<file path="src/rtl/data_memory_pkg.sv">
// Shared types and helpers for the byte-enable data memory.
package data_memory_pkg;

    // Controller states: zero-fill sweep, or serving requests.
    typedef enum logic {
        CLEAR = 1'b0,
        READY = 1'b1
    } state_t;

    localparam int BYTE_W = 8;

    // The merge helper works on a fixed wide word so one function serves every
    // word width; callers zero-extend their operands and keep the low W bits.
    // Word widths must therefore stay below MERGE_W_MAX.
    localparam int MERGE_W_MAX  = 1024;
    localparam int MERGE_BE_MAX = MERGE_W_MAX / BYTE_W;

    // Replace the bytes of old_word selected by be with those of new_word.
    function automatic logic [MERGE_W_MAX-1:0] byte_merge(
        input logic [MERGE_W_MAX-1:0]  old_word,
        input logic [MERGE_W_MAX-1:0]  new_word,
        input logic [MERGE_BE_MAX-1:0] be
    );
        logic [MERGE_W_MAX-1:0] merged;
        merged = old_word;
        for (int i = 0; i < MERGE_BE_MAX; i++) begin
            if (be[i]) begin
                merged[i*BYTE_W +: BYTE_W] = new_word[i*BYTE_W +: BYTE_W];
            end
        end
        return merged;
    endfunction

endpackage

</file>
<file path="src/rtl/data_memory_read_pipe.sv">
// Read-response delay line: LAT-1 {valid, data} stages behind the array
// output register. Each stage only loads data alongside a valid token, so the
// final stage holds the last returned word while no response is pending.
module data_memory_read_pipe #(
    parameter int LAT = 1,
    parameter int W   = 32
) (
    input  logic         clk,
    input  logic         rst,
    input  logic         in_valid_i,
    input  logic [W-1:0] in_data_i,
    output logic         out_valid_o,
    output logic [W-1:0] out_data_o
);

    if (LAT == 1) begin : g_wire
        // The array register already provides single-cycle latency.
        logic unused_clk_rst;
        assign unused_clk_rst = clk ^ rst;
        assign out_valid_o    = in_valid_i;
        assign out_data_o     = in_data_i;
    end else begin : g_pipe
        for (genvar gi = 0; gi < LAT - 1; gi++) begin : g_stage
            logic         valid_q;
            logic [W-1:0] data_q;
            logic         prev_valid;
            logic [W-1:0] prev_data;

            if (gi == 0) begin : g_first
                assign prev_valid = in_valid_i;
                assign prev_data  = in_data_i;
            end else begin : g_next
                assign prev_valid = g_stage[gi-1].valid_q;
                assign prev_data  = g_stage[gi-1].data_q;
            end

            // Shift the token along; reset drops every token in flight.
            always_ff @(posedge clk) begin
                if (rst) begin
                    valid_q <= 1'b0;
                    data_q  <= '0;
                end else begin
                    valid_q <= prev_valid;
                    if (prev_valid) begin
                        data_q <= prev_data;
                    end
                end
            end
        end

        assign out_valid_o = g_stage[LAT-2].valid_q;
        assign out_data_o  = g_stage[LAT-2].data_q;
    end

endmodule

</file>
<file path="src/rtl/data_memory_be.sv">
// Single-port data memory with byte-enable writes, a registered read path of
// LAT cycles (1..3) and a hardware zero-fill sweep after reset or on clear.
// W must be a multiple of 8. One request per cycle, served strictly in order.
module data_memory_be
    import data_memory_pkg::*;
#(
    parameter int D   = 6,
    parameter int W   = 32,
    parameter int LAT = 1
) (
    input  logic           clk,
    input  logic           rst,
    input  logic           clear,
    input  logic           req_valid,
    output logic           req_ready,
    input  logic           req_write,
    input  logic [D-1:0]   req_addr,
    input  logic [W-1:0]   req_wdata,
    input  logic [W/8-1:0] req_be,
    output logic           resp_valid,
    output logic [W-1:0]   resp_rdata
);

    localparam int DEPTH = 1 << D;

    logic [W-1:0] mem_q [DEPTH];

    state_t       state_q;
    logic [D-1:0] sweep_cnt_q;
    logic         req_ready_q;

    logic         rd_valid_q;
    logic [W-1:0] rd_data_q;

    logic         accept_d;
    logic         rd_accept_d;
    logic         wr_accept_d;

    logic         mem_we_d;
    logic [D-1:0] mem_waddr_d;
    logic [W-1:0] mem_wdata_d;

    logic [MERGE_W_MAX-1:0] merge_wide;
    logic                   merge_unused;

    // req_ready_q is only ever high in READY, so it gates acceptance directly.
    assign accept_d    = req_valid & req_ready_q & ~rst;
    assign rd_accept_d = accept_d & ~req_write;
    assign wr_accept_d = accept_d & req_write;

    assign merge_wide   = byte_merge(MERGE_W_MAX'(mem_q[req_addr]),
                                     MERGE_W_MAX'(req_wdata),
                                     MERGE_BE_MAX'(req_be));
    assign merge_unused = ^merge_wide[MERGE_W_MAX-1:W];

    // Controller: sweep every address once, then serve requests until clear.
    always_ff @(posedge clk) begin
        if (rst) begin
            state_q     <= CLEAR;
            sweep_cnt_q <= '0;
            req_ready_q <= 1'b0;
        end else begin
            case (state_q)
                CLEAR: begin
                    sweep_cnt_q <= sweep_cnt_q + 1'b1;
                    if (sweep_cnt_q == {D{1'b1}}) begin
                        state_q     <= READY;
                        req_ready_q <= 1'b1;
                    end
                end
                READY: begin
                    if (clear) begin
                        state_q     <= CLEAR;
                        sweep_cnt_q <= '0;
                        req_ready_q <= 1'b0;
                    end
                end
                default: begin
                    state_q     <= CLEAR;
                    sweep_cnt_q <= '0;
                    req_ready_q <= 1'b0;
                end
            endcase
        end
    end

    // Single write port shared by the sweep and by accepted request writes;
    // the two never coincide because requests are refused during the sweep.
    always_comb begin
        mem_we_d    = 1'b0;
        mem_waddr_d = req_addr;
        mem_wdata_d = merge_wide[W-1:0];
        if (!rst && state_q == CLEAR) begin
            mem_we_d    = 1'b1;
            mem_waddr_d = sweep_cnt_q;
            mem_wdata_d = '0;
        end else if (wr_accept_d) begin
            mem_we_d    = 1'b1;
        end
    end

    // Array write; storage itself is not reset, the sweep zeroes it instead.
    always_ff @(posedge clk) begin
        if (mem_we_d) begin
            mem_q[mem_waddr_d] <= mem_wdata_d;
        end
    end

    // Registered array read: captures the word as of the acceptance edge.
    always_ff @(posedge clk) begin
        if (rst) begin
            rd_valid_q <= 1'b0;
            rd_data_q  <= '0;
        end else begin
            rd_valid_q <= rd_accept_d;
            if (rd_accept_d) begin
                rd_data_q <= mem_q[req_addr];
            end
        end
    end

    data_memory_read_pipe #(
        .LAT (LAT),
        .W   (W)
    ) u_read_pipe (
        .clk         (clk),
        .rst         (rst),
        .in_valid_i  (rd_valid_q),
        .in_data_i   (rd_data_q),
        .out_valid_o (resp_valid),
        .out_data_o  (resp_rdata)
    );

    assign req_ready = req_ready_q;

endmodule

</file>
<file path="config.mk">
export PLATFORM = sky130hd
export DESIGN_NAME = data_memory_be
export DESIGN_NICKNAME = d
export VERILOG_FILES = /design/src/rtl/data_memory_pkg.sv /design/src/rtl/data_memory_read_pipe.sv /design/src/rtl/data_memory_be.sv
export SDC_FILE = /design/constraint.sdc
export NUM_CORES = 2
export LEC_CHECK = 0
export CORE_AREA = 2 2 429 431
export DETAILED_ROUTE_END_ITERATION = 10
export DIE_AREA = 0 0 431 433
export GPL_TIMING_DRIVEN = 0
export PLACE_DENSITY = 0.61
export SYNTH_ARGS = -nofsm -noshare
export SYNTH_HDL_FRONTEND = slang
export SYNTH_SLANG_ARGS = --single-unit
</file>
<file path="constraint.sdc">
create_clock -name clk -period 5.9 [get_ports clk]
set_input_delay 1.18 -clock clk [delete_from_list [all_inputs] [get_ports clk]]
set_output_delay 1.18 -clock clk [all_outputs]
set_load 0.01 [all_outputs]
</file>
Word level (Yosys, flattened, before mapping)
Memories as Yosys holds them, arrays and structs flattened.
Index checks and enable logic that the tools add are counted.
W data, S select, Z words.
- register bits after elaboration: 41
- RAM bits: 2048
- output and inout bits: 34
- logic and storage cells: 38
- memories kept: 1
- add/subtract/negate cells: 1
- eq/ne operators: 3
- muxes and demuxes: 18
- bitwise gates (word level): 7
- reduce and logical (&&, ||, !) cells: 3
- memory list (name ; words ; bits a word ; rd ports ; clocked after Yosys merged registers in ; write ports ; line ; text):
    mem_q ; 64 ; 32 ; 1 ; 0 ; 1 ; data_memory_be.sv:26 ; logic [W-1:0] mem_q [DEPTH];
- operator list (kind ; number):
    $mux W32 ; 1
    $mux W8 ; 4
    $mux W6 ; 2
    $pmux W6 S2 ; 1
    $mux W1 ; 8
    $add A6 B1 Y6 const B ; 1
    $eq A6 B6 Y1 const B ; 1
    $and A1 B1 Y1 ; 4
    $ne A2 B2 Y1 const B ; 2
    $pmux W1 S2 ; 2
    $not A1 Y1 ; 3
    $reduce_and A2 Y1 ; 1
    $logic_and A1 B1 Y1 ; 1
    $logic_not A1 Y1 ; 1

Longest topological paths before layout
- depth in word-level cells: 7
- gate-level depth with buffers: 9

Modules after synthesis
Synthesis repeated with hierarchy kept, for this count alone.
- cells, all modules: 4516
- area, all modules: 81939.8 sq um
- by module, submodules not included (module ; instances ; cells each ; area an instance (sq um) ; sequential area each (sq um)):
    data_memory_be ; 1 ; 4483 ; 81692.1 ; 62319.8
    data_memory_read_pipe ; 1 ; 33 ; 247.7 ; 0.0

Least setup slack after synthesis
No wires, ideal clock.
- path kind: in2reg
- from: in req_addr[0]
- to: mem mem_q[0][30] (data pin)
- library setup time: 0.721 ns
- arrival: 5.071 ns
- setup slack: 0.108 ns
- stages: 7
- path buffers: 2
- path through: or4b_1 > buf_2 > buf_6 > o22ai_1 > nor2_1 > and4_1 > o31ai_1
- cells in the longest elaborated chain, start to end: 3
- RTL lines (what ; line ; text):
    start: declaration ; data_memory_be.sv:17 ; input logic [D-1:0] req_addr,
    $mem_v2 Z64 W32 ; n/a ;
    $mux W8 ; data_memory_pkg.sv:27 ; if (be[i]) begin
    $mux W32 ; data_memory_be.sv:93 ; if (!rst && state_q == CLEAR) begin
    net mem_wdata_d[30] ; data_memory_be.sv:41 ; logic [W-1:0] mem_wdata_d;
    end: declaration ; data_memory_be.sv:26 ;
The timed path passes the listed nets, and every way through them passes these cells.

Worst setup path in the final report
- from: in req_addr[3]
- to: mem mem_q[11][18] (data pin)
The elaborated chain is that of the path after synthesis.

==> flow_metrics.py <==
metrics = {
    "outcome": {
        "status": "complete, no violations",
    },
    "power": {
        "sw_frac_of_total": 0.222,
        "seqPwrFrac": 0.538,
        "leakage_nw": 32.7,
        "switching_power_w": 0.00683,
        "internal_power_w": 0.0239,
        "combinationalPowerShare": 0.070,
        "vdd_drop_max_v": 0.000340,
        "p_per_area_mw_per_mm2": 323,
        "clock_power_share": 0.392,
    },
    "sta": {
        "tightestPinTransition_ns": 1.36,
        "rsz0062_at_grt": "no",
        "relSlewSlack": 0.0964,
        "maxSlewViolCount": 0,
        "setup_viol": 0,
        "hold_viol": 0,
        "hold_ws_ns": 0.506,
        "fin_skew_ns": 0.0288,
        "post-route-period-util": 0.948,
        "fin_crit_ns": 5.60,
        "setup_tns_ns": 0,
        "max_freq_mhz": 179,
    },
    "worst_hold_path": {
        "worstHoldStart": "rd_data_q[5]$_SDFFE_PP0P_",
        "holdCritPathClass": "reg2reg",
        "holdPathStages": 2,
        "min_to": "rd_data_q[5]$_SDFFE_PP0P_",
    },
    "global_route": {
        "grt_usage": 0.243,
        "grt_pass1_vias": 43300,
        "grt_pass1_wl_mm": 319,
        "grt_max_degree": 31,
        "grt.overflow.total": 0,
        "antenna_found_initial": 28,
    },
    "route": {
        "wl_met2_mm": 105,
        "vias_per_cell": 5.79,
        "dr.pass1.iters": 5,
        "wl_met3_mm": 17.6,
        "wl_mm": 229,
        "drc_errors": 0,
        "drtIter0Drc": 5365,
        "via_count": 44600,
        "wl_met1_mm": 92.9,
        "top_layer_used": "met5",
        "routedWlPerCell_um": 29.7,
        "drtAntennaViolNets": 0,
    },
    "logic_synthesis": {
        "synth_edf_count": 2048,
        "syn_area_mm2": 0.0813,
        "syn_nets": 4762,
        "postSynthAreaPerCell_um2": 17.3,
        "ys.flop_type": "edfxtp_1",
        "ys_types": 36,
        "synth_seq_cells": 2089,
        "seq_area_frac_synth": 0.766,
        "async_flop_share": 0,
        "yosysWarningCount": 0,
        "netlist_instances": 4714,
    },
    "setup_path": {
        "crit_arrival_ns": 6.17,
        "crit_path_start_kind": "input port",
        "reg2regPathDepth": 9,
        "reg2reg_slack_ns": 1.41,
        "r2r_start": "state_q$_SDFF_PP0_",
        "cp-end-kind": "flip-flop",
        "critPathMaxFanout": 21,
        "crit_type": "in2reg",
        "cp.required_ns": 6.48,
        "r2r-end": "mem_q[55][13]$_DFFE_PP_",
    },
    "floorplan": {
        "die-area_mm2": 0.187,
        "die_w_um": 431,
        "initial_core_util": 0.447,
        "fp.dieH_um": 433,
        "rows": 157,
        "core_area_mm2": 0.182,
        "ioPinCount": 81,
    },
    "clock_tree": {
        "cts_buffers": 200,
        "htree_levels": 4,
        "clock_latency_ns": 0.84,
        "post_cts_resized": 0,
        "post_cts_buffers": 0,
        "cts_tree": "built",
        "cts.sinks": 2089,
        "root_buffer": "clkbuf_16",
        "cts_hold_buf": 0,
        "path_clk_slew_ns": 0.07,
        "clockBufferDepth": 3,
    },
    "job": {
        "cap_violations": 0,
    },
    "placed_design": {
        "io_buffers": 73,
        "gp_congestion": 0.923,
        "post-dp-hpwl_mm": 162,
        "placed_cell_area_mm2": 0.0893,
    },
    "layout": {
        "fin_area_mm2": 0.0953,
        "syn_to_final_growth_pct": 17.2,
        "layout-drive-gt1-share": 0.124,
        "fin_nets": 5196,
    },
}
## through the flow
| step | worst slack, ns | total power, W | cells | utilization |
|---|---|---|---|---|
| after floorplan | 0.108 | 0.0179 | 4714 | - |
| after global placement | -6.75 | 0.0187 | 7172 | 0.467 |
| after detailed placement | -0.270 | 0.0190 | 7330 | 0.490 |
| after CTS | 0.586 | 0.0308 | 7686 | 0.523 |
| after global routing | 0.360 | 0.0315 | 7688 | 0.523 |
| final | 0.305 | 0.0308 | 7694 | 0.523 |
## layout make-up
cell class                 instances  area, um^2
timing repair buffer             232        4030
tap                             2385        2980
multi-input combinational       2343       18500
inverter                           1        3.75
antenna                            7        17.5
sequential                      2089       62300
fill                           14300       86800
clock buffer                     275        5480
clock inverter                    81         541
buffer                           281        1440
## sequential cells by signal, indices dropped and copies added (netlist names)
name,flops
rd_data_q,32
mem_q,2048
state_q,1
sweep_cnt_q,6
req_ready,1
rd_valid_q,1
## metal layers
metal  vias to the layer above  GRT usage
met5                         -          0
met4                         4      0.133
met3                       389     0.0393
met2                      1853      0.375
met1                     22800      0.330
li1                      19600          -
## Yosys cell counts, types with 21 or more instances
master,instances,area (um^2)
nor4_1,32,200
o21ai_0,35,175
buf_4,72,541
nand3_1,168,841
clkbuf_1,115,432
a21oi_1,132,661
buf_1,21,78.8
nor2_1,235,882
and4_1,64,561
nand3b_1,41,308
o31ai_1,65,488
edfxtp_1,2048,61500
dfxtp_1,41,821
o22ai_1,194,1210
a22oi_1,130,976
nor3_1,34,170
mux2i_1,1026,10300
buf_2,69,345
nand2_1,156,586
## cells in the final DEF, fill, tap and decap left out, types with 59 or more instances in the layout
cell type,synthesis,final
a22oi_1,130,130
edfxtp_1,2048,2048
clkbuf_1,115,179
and4_1,64,64
buf_8,0,59
clkbuf_16,0,207
a21oi_1,132,132
buf_2,69,69
buf_4,72,72
o22ai_1,194,194
mux2i_1,1026,1026
clkdlybuf4s50_1,0,73
nand3_1,168,168
nand2_1,156,156
nor2_4,0,64
nor2_1,235,171
## critical path, cell delays in order
cell	delay, ns
clkdlybuf4s50_1	0.56
nand4bb_1	0.16
clkbuf_1	0.73
clkbuf_1	0.86
o22ai_1	0.14
nor4_1	0.87
and4_1	0.75
o31ai_4	0.26
buf_16	0.26
buf_16	0.17
buf_8	0.17
## worst max-delay path by stage
stage                start                 endpoint  slack (ns)  cells after the start
5_1_grt        req_addr[3]  mem_q[19][19]$_DFFE_PP_        0.36                     11
3_5_place_dp   req_addr[3]  mem_q[18][19]$_DFFE_PP_       -0.27                     11
4_1_cts        req_addr[3]  mem_q[19][19]$_DFFE_PP_        0.59                     11
3_3_place_gp   req_addr[3]  mem_q[26][20]$_DFFE_PP_       -6.75                      9
6_report       req_addr[3]  mem_q[11][18]$_DFFE_PP_        0.30                     11
2_1_floorplan  req_addr[0]   mem_q[0][30]$_DFFE_PP_        0.11                      7
## kinds of logic (layout without fill, tap and decap cells)
logic type                 after synthesis  count (layout)  synth area share
AOI/OAI and AO/OA                      560             560            0.0435
adders and majority gates                1               1          0.000154
buffers and inverters                  282             870            0.0178
DFF                                   2089            2089             0.766
muxes                                 1026            1026             0.126
other                                    0               7                 0
and+or+nand+nor                        756             756            0.0460
## power groups by stage
stage | clock, W | combinational [W] | sequential (W)
CTS | 0.0122 | 0.00212 | 0.0165
global placement | 0 | 0.00173 | 0.0170
floorplan | 0 | 0.000953 | 0.0169
detailed placement | 0 | 0.00211 | 0.0169
finish | 0.0121 | 0.00215 | 0.0165
global route | 0.0127 | 0.00223 | 0.0165
(Power assumes the default switching activity.)
